## config.mk

```make
export PLATFORM = sky130hd
export DESIGN_NAME = reward_v2
export DESIGN_NICKNAME = d
export VERILOG_FILES = /design/src/rtl/reward_v2_pkg.sv /design/src/rtl/reward_v2_nbr_scan.sv /design/src/rtl/reward_v2.sv
export SDC_FILE = /design/constraint.sdc
export NUM_CORES = 1
export LEC_CHECK = 0
export CAP_MARGIN = 20
export CORE_AREA = 2 2 180 182
export CTS_CLUSTER_DIAMETER = 200
export DETAILED_ROUTE_END_ITERATION = 10
export DIE_AREA = 0 0 182 184
export SYNTH_ARGS = -nofsm -noshare
export SYNTH_HDL_FRONTEND = slang
export SYNTH_HIERARCHICAL = 1
export SYNTH_SLANG_ARGS = --single-unit
```

## constraint.sdc

```tcl
create_clock -name clk -period 2.7 [get_ports clk]
set_clock_uncertainty 0.05 [all_clocks]
set_input_delay 0.27 -clock clk [delete_from_list [all_inputs] [get_ports clk]]
set_output_delay 0.27 -clock clk [all_outputs]
set_load 0.01 [all_outputs]
```

## src/rtl/reward_v2_pkg.sv

```systemverilog
// Shared types and constants for the reward_v2 packet-composition stage.
// Latency: n/a (package only).
// Backpressure: n/a (package only).
package reward_v2_pkg;

  localparam int WORD_WIDTH = 16;

  localparam logic [WORD_WIDTH-1:0] BROADCAST_ID = 16'hFFFF;
  localparam logic [WORD_WIDTH-1:0] NO_HOP       = 16'hFFFF;

  typedef enum logic [2:0] {
    PKT_HB      = 3'b000,
    PKT_CHE     = 3'b001,
    PKT_INV     = 3'b010,
    PKT_MR      = 3'b011,
    PKT_DATA    = 3'b100,
    PKT_INVALID = 3'b111
  } pktType_t;

  typedef enum logic [2:0] {
    ST_IDLE,
    ST_BUILD,
    ST_SCAN,
    ST_READY,
    ST_SEND
  } state_t;

  // Received packet fields captured on en.
  typedef struct packed {
    logic [2:0]            pktType;
    logic [WORD_WIDTH-1:0] sourceID;
    logic [WORD_WIDTH-1:0] sourceHops;
    logic [WORD_WIDTH-1:0] qValue;
    logic [WORD_WIDTH-1:0] energyLeft;
    logic [WORD_WIDTH-1:0] hopsFromCH;
    logic [WORD_WIDTH-1:0] chosenCH;
    logic                  iAmDest;
  } rxPkt_t;

endpackage

```

## src/rtl/reward_v2_nbr_scan.sv

```systemverilog
// Walks the neighbor table one entry per cycle looking for the next-hop ID.
// Latency: one entry compared per cycle while scanEn is high; hit/last are combinational.
// Backpressure: none; the index parks at 0 whenever scanEn is low.
// Ports: clk, nrst (sync, active-high), scanEn, target, neighborCount, mNodeID -> index, hit, last.
module reward_v2_nbr_scan
  import reward_v2_pkg::*;
(
  input  logic                  clk,
  input  logic                  nrst,
  input  logic                  scanEn,
  input  logic [WORD_WIDTH-1:0] target,
  input  logic [4:0]            neighborCount,
  input  logic [WORD_WIDTH-1:0] mNodeID,
  output logic [5:0]            index,
  output logic                  hit,
  output logic                  last
);

  assign hit  = (mNodeID == target);
  // Only meaningful with neighborCount > 0; the top never scans an empty table.
  assign last = (index == ({1'b0, neighborCount} - 6'd1));

  always_ff @(posedge clk) begin
    if (nrst) begin
      index <= '0;
    end else if (!scanEn || hit || last) begin
      index <= '0;
    end else begin
      index <= index + 6'd1;
    end
  end

endmodule

```

## src/rtl/reward_v2.sv

```systemverilog
// Builds the outgoing packet (HB/INV ripple, MR, DATA forward) and holds it until okToSend.
// Latency: en -> BUILD next cycle; okToSend in READY -> reward_done[0] on the next cycle.
// Backpressure: packet held in READY until okToSend; en/okToSend ignored in states that do not accept them.
// Ports: node info (my*, role, low_E, iHaveData), received f* fields, KCH/QTUFMB choices,
//        neighbor-table read (nTableIndex_reward -> mNode*), outgoing r* fields, tx_setting, reward_done.
module reward_v2
  import reward_v2_pkg::*;
(
  input  logic                  clk,
  input  logic                  nrst,
  input  logic                  en,
  input  logic [WORD_WIDTH-1:0] myEnergy,
  input  logic [WORD_WIDTH-1:0] myNodeID,
  input  logic [WORD_WIDTH-1:0] hopsFromSink,
  input  logic [WORD_WIDTH-1:0] myQValue,
  input  logic [WORD_WIDTH-1:0] timeslot,
  input  logic                  role,
  input  logic                  low_E,
  input  logic                  iHaveData,
  input  logic                  okToSend,
  input  logic                  iAmDestination,
  input  logic [2:0]            fPacketType,
  input  logic [WORD_WIDTH-1:0] fSourceID,
  input  logic [WORD_WIDTH-1:0] fSourceHops,
  input  logic [WORD_WIDTH-1:0] fQValue,
  input  logic [WORD_WIDTH-1:0] fEnergyLeft,
  input  logic [WORD_WIDTH-1:0] fHopsFromCH,
  input  logic [WORD_WIDTH-1:0] fChosenCH,
  input  logic [WORD_WIDTH-1:0] chosenCH,
  input  logic [WORD_WIDTH-1:0] hopsFromCH,
  input  logic [WORD_WIDTH-1:0] chosenHop,
  input  logic [4:0]            neighborCount,
  input  logic [WORD_WIDTH-1:0] mNodeID,
  input  logic [WORD_WIDTH-1:0] mNodeHops,
  input  logic [WORD_WIDTH-1:0] mNodeQValue,
  input  logic [WORD_WIDTH-1:0] mNodeEnergy,
  input  logic [WORD_WIDTH-1:0] mNodeCHHops,
  output logic [WORD_WIDTH-1:0] rSourceID,
  output logic [WORD_WIDTH-1:0] rEnergyLeft,
  output logic [WORD_WIDTH-1:0] rQValue,
  output logic [WORD_WIDTH-1:0] rSourceHops,
  output logic [WORD_WIDTH-1:0] rDestinationID,
  output logic [WORD_WIDTH-1:0] rChosenCH,
  output logic [WORD_WIDTH-1:0] rHopsFromCH,
  output logic [2:0]            rPacketType,
  output logic [5:0]            rTimeslot,
  output logic [5:0]            nTableIndex_reward,
  output logic                  tx_setting,
  output logic [15:0]           reward_done
);

  state_t   state;
  rxPkt_t   rxLat;
  logic     selfReq;     // current build was self-initiated by a send opportunity
  pktType_t selfType;
  logic     mrSent;
  logic     doneReg;

  pktType_t buildType;
  logic     buildDrop;
  logic     scanHit;
  logic     scanLast;

  // Fields carried through the stage but not used when composing the reply.
  logic unusedBits;
  assign unusedBits = ^{rxLat.sourceHops, rxLat.qValue, rxLat.energyLeft, rxLat.hopsFromCH,
                        rxLat.chosenCH, mNodeHops, mNodeQValue, mNodeEnergy, timeslot[15:6]};

  assign reward_done = {15'd0, doneReg};

  // Decide what BUILD produces, or whether the received packet is dropped.
  always_comb begin
    buildType = PKT_INVALID;
    buildDrop = 1'b1;
    if (selfReq) begin
      buildType = selfType;
      buildDrop = 1'b0;
    end else begin
      case (rxLat.pktType)
        PKT_HB: begin
          buildType = PKT_HB;
          buildDrop = low_E;
        end
        PKT_INV: begin
          buildType = PKT_INV;
          buildDrop = low_E;
        end
        PKT_DATA: begin
          buildType = PKT_DATA;
          buildDrop = !rxLat.iAmDest;
        end
        default: ;
      endcase
    end
  end

  reward_v2_nbr_scan uScan (
    .clk           (clk),
    .nrst          (nrst),
    .scanEn        (state == ST_SCAN),
    .target        (rDestinationID),
    .neighborCount (neighborCount),
    .mNodeID       (mNodeID),
    .index         (nTableIndex_reward),
    .hit           (scanHit),
    .last          (scanLast)
  );

  always_ff @(posedge clk) begin
    if (nrst) begin
      state          <= ST_IDLE;
      rxLat          <= '0;
      selfReq        <= 1'b0;
      selfType       <= PKT_HB;
      mrSent         <= 1'b0;
      doneReg        <= 1'b0;
      rSourceID      <= '0;
      rEnergyLeft    <= '0;
      rQValue        <= '0;
      rSourceHops    <= '0;
      rDestinationID <= BROADCAST_ID;
      rChosenCH      <= '0;
      rHopsFromCH    <= '0;
      rPacketType    <= PKT_INVALID;
      rTimeslot      <= '0;
      tx_setting     <= 1'b0;
    end else begin
      case (state)
        ST_IDLE: begin
          doneReg <= 1'b0;
          if (en) begin
            rxLat   <= '{fPacketType, fSourceID, fSourceHops, fQValue, fEnergyLeft,
                         fHopsFromCH, fChosenCH, iAmDestination};
            selfReq <= 1'b0;
            state   <= ST_BUILD;
          end else if (okToSend) begin
            if (iHaveData && (chosenHop != NO_HOP)) begin
              selfReq  <= 1'b1;
              selfType <= PKT_DATA;
              state    <= ST_BUILD;
            end else if (!role && (chosenCH != '0) && !mrSent) begin
              selfReq  <= 1'b1;
              selfType <= PKT_MR;
              state    <= ST_BUILD;
            end
          end
        end

        ST_BUILD: begin
          if (!selfReq && (rxLat.pktType == PKT_INV)) mrSent <= 1'b0;
          if (buildDrop) begin
            // Nothing to transmit: report completion straight away.
            state   <= ST_SEND;
            doneReg <= 1'b1;
          end else begin
            rSourceID   <= myNodeID;
            rEnergyLeft <= myEnergy;
            rQValue     <= myQValue;
            rSourceHops <= hopsFromSink;
            rPacketType <= buildType;
            state       <= ST_READY;
            case (buildType)
              PKT_HB: begin
                rDestinationID <= BROADCAST_ID;
                tx_setting     <= 1'b0;
              end
              PKT_INV: begin
                rChosenCH      <= rxLat.sourceID;
                rHopsFromCH    <= hopsFromCH;
                rDestinationID <= BROADCAST_ID;
                tx_setting     <= 1'b0;
              end
              PKT_MR: begin
                rDestinationID <= chosenCH;
                rChosenCH      <= chosenCH;
                rHopsFromCH    <= hopsFromCH;
                rTimeslot      <= timeslot[5:0];
                tx_setting     <= 1'b1;
                mrSent         <= 1'b1;
              end
              PKT_DATA: begin
                rDestinationID <= chosenHop;
                tx_setting     <= 1'b1;
                if (neighborCount == 5'd0) rHopsFromCH <= NO_HOP;
                else                       state       <= ST_SCAN;
              end
              default: ;
            endcase
          end
        end

        ST_SCAN: begin
          if (scanHit) begin
            rHopsFromCH <= mNodeCHHops;
            state       <= ST_READY;
          end else if (scanLast) begin
            rHopsFromCH <= NO_HOP;
            state       <= ST_READY;
          end
        end

        ST_READY: begin
          if (okToSend) begin
            state   <= ST_SEND;
            doneReg <= 1'b1;
          end
        end

        ST_SEND: begin
          doneReg <= 1'b0;
          state   <= ST_IDLE;
        end

        default: begin
          doneReg <= 1'b0;
          state   <= ST_IDLE;
        end
      endcase
    end
  end

endmodule

```

# Yosys cells after proc, flatten, opt, wreduce, memory -nomap -nowiden
# Index checks and enable logic that the tools add are counted.
# classes
n_addsub	2
eq_ne	19
muxes	36
bitwise	3
n_reduce_logical	39
# op_table
operator	count
$pmux W16 S2	3
$mux W16	4
$pmux W16 S3	1
$mux W3	11
$reduce_and A3 Y1	6
$eq A16 B16 Y1	1
$ne A16 B16 Y1 const B	1
$reduce_bool A16 Y1	1
$eq A3 B2 Y1 const B	5
$mux W1	12
$ne A3 B3 Y1 const B	4
$pmux W3 S4	1
$reduce_bool A2 Y1	5
$reduce_or A2 Y1	5
$logic_not A3 Y1	3
$pmux W3 S3	1
$reduce_and A4 Y1	2
$add A6 B1 Y6 const B	1
$eq A3 B3 Y1 const B	2
$eq A6 B6 Y1	1
$ne A2 B2 Y1 const B	3
$reduce_bool A3 Y1	2
$sub A5 B1 Y6 const B	1
$logic_not A1 Y1	5
10 further kinds	18
# totals
regBits	157
wordCells	118

# Longest topological paths before layout
# Gate-level depths: netlist (run 1).
# depth
ltp_word	8
mapped_depth	10

# Modules after synthesis
# The synthesis (run 1) kept the hierarchy.
# modules_own_cells
module	n_inst	cells_per_inst	area_each_um2	seq_area_each_um2
reward_v2	1	780	6363.6	3002.9
reward_v2_nbr_scan	1	66	605.6	120.1

# Worst setup path before layout (run 1)
# Ideal clock, no wire load.
# synth_timing
path_type	reg2reg
startpoint	register rDestinationID[11]
endpoint	register rHopsFromCH[11]
setup_time_ns	0.146
arrival_time_ns	2.108
required_ns	2.504
slack_ns	0.396
path_stages_with_launch	9
n_path_buf	1
path_cell_list	dfxtp_1 -> xnor2_1 -> nand4_1 -> nor4_2 -> nand2_1 -> clkbuf_1 -> o32a_1 -> a21oi_2 -> a311oi_2
# synth_via
elab_chain_cells	3
# synth_rtl
element	line_no	source
from (decl)	reward_v2.sv:42	output logic [WORD_WIDTH-1:0] rDestinationID,
from (signal assigned)	reward_v2.sv:174	rDestinationID <= chosenCH;
from (signal assigned)	reward_v2.sv:182	rDestinationID <= chosenHop;
$eq A16 B16 Y1 *	reward_v2_nbr_scan.sv:19	assign hit = (mNodeID == target);
net scanHit	reward_v2.sv:61	logic scanHit;
$ne A3 B3 Y1 (no line) / $mux W16 (equally long branches)	-	
$reduce_and A5 Y1 (no line) / $pmux W16 S2 (equally long branches)	-	
to (signal assigned)	reward_v2.sv:169	rHopsFromCH <= hopsFromCH;
to (signal assigned)	reward_v2.sv:176	rHopsFromCH <= hopsFromCH;
to (signal assigned)	reward_v2.sv:194	rHopsFromCH <= mNodeCHHops;
to (decl)	reward_v2.sv:44	output logic [WORD_WIDTH-1:0] rHopsFromCH,
# The timed path passes the listed nets; every way through them passes the cells marked *.
# A chain may end at the register's enable or synchronous reset.

# Worst setup path after layout (run 1)
# layout_timing
startpoint	register selfReq
endpoint	register rHopsFromCH[0]
# layout_via
elab_chain_cells	6
# layout_rtl
element	line_no	source
from (decl)	reward_v2.sv:54	logic selfReq;
from (signal assigned)	reward_v2.sv:113	selfReq <= 1'b0;
from (signal assigned)	reward_v2.sv:134	selfReq <= 1'b0;
from (signal assigned)	reward_v2.sv:138	selfReq <= 1'b1;
$mux W3	reward_v2.sv:75	if (selfReq) begin
$eq A3 B2 Y1	reward_v2.sv:162	case (buildType)
$reduce_or A2 Y1 (no line)	-	
$pmux W16 S2	reward_v2.sv:162	
$mux W16	reward_v2.sv:151	if (buildDrop) begin
$pmux W16 S2	reward_v2.sv:128	case (state)
# Several ways; a longest one is shown, not always the timed one. The select of a mux whose other input is x is not followed.

==> results.toml, run 1 <==
[floorplan]
ios = 464
start_util_pct = 22.2
die_w_microns = 182
core_area_sq_um = 31400
fp.dieH_microns = 184
die_area_sq_um = 33500
num_rows = 65

[detailed_routing]
vias = 7087
wl_per_cell_microns = 16.6
postRouteAntennaNets = 0
dr_wl_met2_microns = 12000
top_layer = "met4"
drtPass1Iterations = 4
wl_met3_microns = 1990
drt_iter0_drc = 483
wl_met1_microns = 11100
vias_per_cell = 4.56
wirelength_microns = 25800
drc = 0

[clock_network]
cts.repair.resized = 0
insertion_delay_ps = 420
cts.sinks = 156
htreeDepth = 4
cts_buffers = 17
postCtsSetupBuffers = 0
ctsHoldBuffers = 0
clk_transition_reported_paths_ps = 70
cts_root_buf = "clkbuf_16"
cts_tree = "built"
cts_buffer_depth = 2

[power_and_ir_drop]
pwr-share-seq_pct = 39.2
switchingPower_uw = 1980
switching_share_pct = 29.4
vdd_drop_max_mv = 0.379
p_leak_uw = 0.00383
powerDensity_nw_per_um2 = 606
total_power_uw = 6750
p_int_uw = 4770
combinationalPowerShare_pct = 23.7
p_clk_share_pct = 37.1

[yosys]
yosysTopAreaCellShare_pct = 44.8
ys_seq_area_share_pct = 44.8
avgSynthCellArea_sq_um = 8.24
ys_warn_count = 6
post_synth_num_cell_types = 56
synthCells = 846
yosys_register_bits = 156
synthTopCellsByArea = "dfxtp_1 (45%), nand2_1 (13%), a21oi_1 (7.2%)"
syn_area_sq_um = 6970
yosysTopAreaCell = "dfxtp_1"
synth-edff-count = 0
synth-main-ff-cell = "dfxtp_1"
async_reset_ff_share_pct = 0

[cells_and_area]
regArea_sq_um = 3120
multi_input_area_sq_um = 3430
final_cells = 1555
syn2layout_area_growth_pct = 59.9
drive_gt1_share_pct = 8.95
final_nets = 1462
fin_area_sq_um = 11100
fillers = 3192

[global_route]
antenna_found_initial = 2
grt_first_pass_wirelength_microns = 39500
gr-total-overflow = 0
grt_start_max_net_pins = 87
grt_usage_pct = 15.1
grt_pass1_vias = 6951

[setup_path]
critPathTopFamily = "flip-flops"
worst_ep_arrival_time_ps = 2540
cp.buffers_inverters = 2
slowest_stage = "dfxtp_1"
crit_chain = "and3b_1 -> buf_4 -> o22ai_1 -> o211ai_4 -> buf_12 -> a21oi_1 -> a311oi_1"
cp-end-kind = "flop"
critPathMaxFanout = 32
critPathLaunchType = "flop"
crit_required_ps = 2980
max_stage_delay_ps = 690
path_class = "reg2reg"

[timing]
tightest_slew_ps = 900
rsz0062_at_grt = "no"
postLayoutSetupSlackWorst_ps = 444
fin_crit_ps = 2260
relSlewSlack_pct = 39.9
slew_violations = 0
fmax_mhz = 443
setup_viol = 0
finalHoldViolCount = 0
timing.setup.tns_ps = 0
fin_crit_sh_pct = 83.6

[job]
cap_violations = 0

[placement]
hpwl_microns = 18800
dp_cells = 1523
io_buffers = 310
place_area_sq_um = 10500
place_congestion = 0.866
dp_slack_ps = 50.5

[run_status]
status = "completed"

[worst_hold_path]
hold_class = "in2reg"
## synthesized netlist by cell type, types with 2 or more instances
master and instances:
nand2_1 241, nor2b_1 4, nor3_1 9, nor2_1 28
buf_1 4, a21oi_1 100, o21ai_1 2, buf_2 17
o32a_1 16, inv_1 22, a21oi_2 16, o22ai_1 19
nand4_1 8, a211o_1 3, xor2_1 5, nor4_1 6
and2_1 2, a311oi_1 18, xnor2_1 20, clkbuf_1 37
dfxtp_1 156, a311oi_2 14, and3b_1 4, nand2b_1 19
a31oi_1 2, o21ai_0 16, a2111oi_1 5, or3_1 2
a211oi_1 2, ha_1 2, nor3b_1 2, nand3_1 3
buf_6 4, buf_4 16
## sequential cells by signal, indices dropped and copies added (netlist names)
signal,cells
rChosenCH,16
selfReq,1
rPacketType,3
mrSent,1
uScan/index,6
rSourceHops,16
state,3
rEnergyLeft,16
rTimeslot,6
rQValue,16
rHopsFromCH,16
rxLat,20
doneReg,1
selfType,2
rDestinationID,16
tx_setting,1
rSourceID,16
## kinds of logic (layout without fill, tap and decap cells)
logic type                 count (synthesis)  count (layout)  share of synthesized area (%)
and+or+nand+nor                          339             339                           21.4
AOI/OAI and AO/OA                        223             223                           23.2
DFF                                      156             156                           44.8
buffers and inverters                    100             391                           6.98
xor gates and xnor gates                  25              25                           3.14
adders and majority gates                  2               2                          0.359
other                                      1              17                         0.0538
## cell type report
type	instances	area share [%]
inverter	22	0.741
timing repair buffer	339	30.6
clock buffer	17	3.82
antenna	2	0.0449
clock inverter	13	1.52
multi-input combinational	604	30.8
sequential	156	28.0
tap	402	4.51
## layer usage
metal / track usage (%) / vias up
met5: 0 / -
met4: 6.19 / 0
met2: 24.7 / 262
met3: 4.46 / 36
met1: 18.6 / 3300
li1: - / 3489
## worst register-to-register path: cells and delay by family (launching register included)
| family | cells | cell delay, ps |
|---|---|---|
| flip-flops | 1 | 690 |
| AO/OA/AOI/OAI | 4 | 710 |
| buffers and inverters | 2 | 450 |
| AND/OR/NAND/NOR | 1 | 260 |
## cells in the final DEF, fill, tap and decap left out, types with 15 or more instances in the layout
master,synthesis,final
nand2_1,241,241
clkdlybuf4s50_1,0,309
a311oi_1,18,18
nor2_1,28,28
buf_4,16,23
inv_1,22,22
conb_1,1,15
a21oi_2,16,16
a21oi_1,100,100
xnor2_1,20,20
o21ai_0,16,16
o32a_1,16,16
nand2b_1,19,19
clkbuf_16,0,17
dfxtp_1,156,156
o22ai_1,19,19
## power by group through the flow
stage / clock network (uW) / registers [uW] / logic [uW]
final: 2510 / 2650 / 1600
after detailed placement: 0 / 2700 / 1620
after floorplan: 0 / 2720 / 773
after global routing: 2700 / 2680 / 1750
after CTS: 2600 / 2650 / 1620
after global placement: 0 / 2690 / 1610
## per-stage QoR
stage | utilization, % | hold slack (ps)
finish | 35.5 | 192
global route | 35.5 | 184
CTS | 35.5 | 174
detailed placement | 33.6 | 395
global placement | 33.6 | 391
floorplan | - | 356
## path summary, 6_finish.rpt
kind / from / to / slack [ps] / cells past startpoint
worst max-delay path: selfReq$_SDFFE_PP0P_ / rHopsFromCH[0]$_SDFFE_PP0P_ / 440 / 7
worst min-delay path: nrst / rxLat[81]$_SDFFE_PP0P_ / 190 / 2
worst max register to register: selfReq$_SDFFE_PP0P_ / rHopsFromCH[0]$_SDFFE_PP0P_ / 440 / 7
worst min register to register: rQValue[4]$_SDFFE_PP0P_ / rQValue[4]$_SDFFE_PP0P_ / 400 / 2
(Power assumes the default switching activity.)
==> run 2: changes to the inputs <==
- clock period: 2.7 -> 2.2 ns (I/O delays scaled with it)
==> run 2 against run 1 <==
Effect of this change:
- setup slack got worse by 400 ps
- via count increased by 0.54%
- critical path depth increased by 3
- flip-flop and latch count unchanged
- power increased by 22%
- sequential share of layout area decreased by 0.61 points
- die area unchanged
- wire length decreased by 0.45%
- global-route usage decreased by 0.14 points
==> results.toml, run 2 (synthesis results as in run 1) <==
[run_status]
status = "completed"

[power_and_ir_drop]
vdd_drop_max_mv = 0.405
p_clk_share_pct = 35.2
powerDensity_nw_per_um2 = 720
switching_share_pct = 30.2
p_int_uw = 5730
combinationalPowerShare_pct = 25.4
pwr-share-seq_pct = 39.3
p_leak_uw = 0.00399
total_power_uw = 8210
switchingPower_uw = 2480

[floorplan]
fp.dieH_microns = 184
die_area_sq_um = 33500
core_area_sq_um = 31400
start_util_pct = 22.2
die_w_microns = 182
num_rows = 65
ios = 464

[setup_path]
cp-end-kind = "flop"
path_class = "in2reg"
critPathMaxFanout = 7
critPathTopFamily = "buffers and inverters"
critPathLaunchType = "primary input"
max_stage_delay_ps = 490
cp.buffers_inverters = 3
worst_ep_arrival_time_ps = 2440
slowest_stage = "clkdlybuf4s50_1"
crit_chain = "clkdlybuf4s50_1 -> inv_1 -> ha_2 -> nor2b_1 -> or3_1 -> a31oi_2 -> and2_4 -> o21ai_4 -> clkbuf_16 -> a311oi_2"
crit_required_ps = 2480

[detailed_routing]
drtPass1Iterations = 4
wl_per_cell_microns = 16.3
drc = 0
drt_iter0_drc = 307
vias_per_cell = 4.52
wirelength_microns = 25600
vias = 7125
postRouteAntennaNets = 0

[cells_and_area]
diodes = 0
largest_reg_flops = 20
final_nets = 1482
fillers = 3262
drive_gt1_share_pct = 11.8
most-common-layout-cells = "clkdlybuf4s50_1 (308), nand2_1 (241), dfxtp_1 (152)"
syn2layout_area_growth_pct = 63.7
largest-register = "rxLat"
layout_commonest_cell = "clkdlybuf4s50_1"

[global_route]
antenna_found_initial = 2
grt_start_max_net_pins = 94
grt_usage_pct = 15.0
grt_first_pass_wirelength_microns = 39400
gr-total-overflow = 0
grt_pass1_vias = 7104

[timing]
tightest_slew_ps = 502
slew_violations = 0
postLayoutSetupSlackWorst_ps = 49.0
timing.setup.tns_ps = 0
relSlewSlack_pct = 66.1
fmax_mhz = 465
fin_crit_ps = 2150
fin_crit_sh_pct = 97.8
finalHoldViolCount = 0
setup_viol = 0

[clock_network]
htreeDepth = 4
cts_buffers = 17
ctsHoldBuffers = 0
cts_root_buf = "clkbuf_16"
clk_transition_reported_paths_ps = 70
cts_tree = "built"
cts.sinks = 156
cts_buffer_depth = 2
insertion_delay_ps = 420

[placement]
hpwl_microns = 19100
place_congestion = 0.840
io_buffers = 310
dp_slack_ps = -478

[job]
cap_violations = 0

[worst_hold_path]
hold_class = "in2reg"
[run 2: changes by cell type in the layout (fill, tap and decap cells not counted), moves of 3 or more]
cell / delta
buf_12: +3
dfxtp_1: -4
dfxtp_2: +4
buf_4: +14
[run 2: stage by stage]
step	utilization, %	hold WS [ps]	cells	area (sq um)
after floorplan	-	306	860	7030
after global placement	34.1	391	1539	10700
after detailed placement	34.1	394	1539	10700
after CTS	35.9	99.6	1571	11300
after global routing	36.3	112	1575	11400
final	36.3	113	1575	11400
[run 2: final timing paths]
kind                                                 startpoint                      endpoint  slack (ps)  cells past startpoint
worst max-delay path                           neighborCount[1]   rHopsFromCH[6]$_SDFFE_PP0P_          50                     10
worst min register to register        rTimeslot[2]$_SDFFE_PP0P_     rTimeslot[2]$_SDFFE_PP0P_         400                      2
worst max register to register  rDestinationID[14]$_SDFFE_PP1P_   rHopsFromCH[6]$_SDFFE_PP0P_         140                      8
worst min-delay path                                       nrst  rHopsFromCH[11]$_SDFFE_PP0P_         110                      2
[run 2: routing by layer]
layer | wire (microns) | vias to the layer above | global-route usage, %
met5 | 23 | - | 0
met4 | 269 | 4 | 3.77
met3 | 1950 | 21 | 4.73
met2 | 12400 | 235 | 26.0
met1 | 11000 | 3339 | 17.8
li1 | - | 3526 | -
[run 2: final cells by class]
class	instances	area, sq um	area share [%]
timing repair buffer	359	3630	31.9
clock buffer	18	429	3.76
multi-input combinational	604	3500	30.6
tap	402	503	4.41
sequential	156	3130	27.4
inverter	22	82.6	0.724
clock inverter	14	136	1.20
[run 2: worst register-to-register path, delay by kind of cell, from the launching register on]
kind	cells	cell delay, ps
compound gates	2	360
xor+xnor	1	140
buf+inv	3	530
flops	1	380
simple gates	2	490
[run 2: power groups by stage]
stage	registers (uW)	clock network (uW)	logic, uW
2_1_floorplan	3340	0	950
3_3_place_gp	3280	0	2080
3_5_place_dp	3290	0	2090
4_1_cts	3230	3000	2100
5_1_grt	3260	3120	2290
6_report	3230	2890	2090
[run 2: repair_timing]
item / 4_1_cts / 5_1_grt
gates resized for setup: 1 / 16
pin swaps: 0 / 8
setup endpoints to repair: 7 / 17
cloned: 0 / 3
buffers inserted: 0 / 1
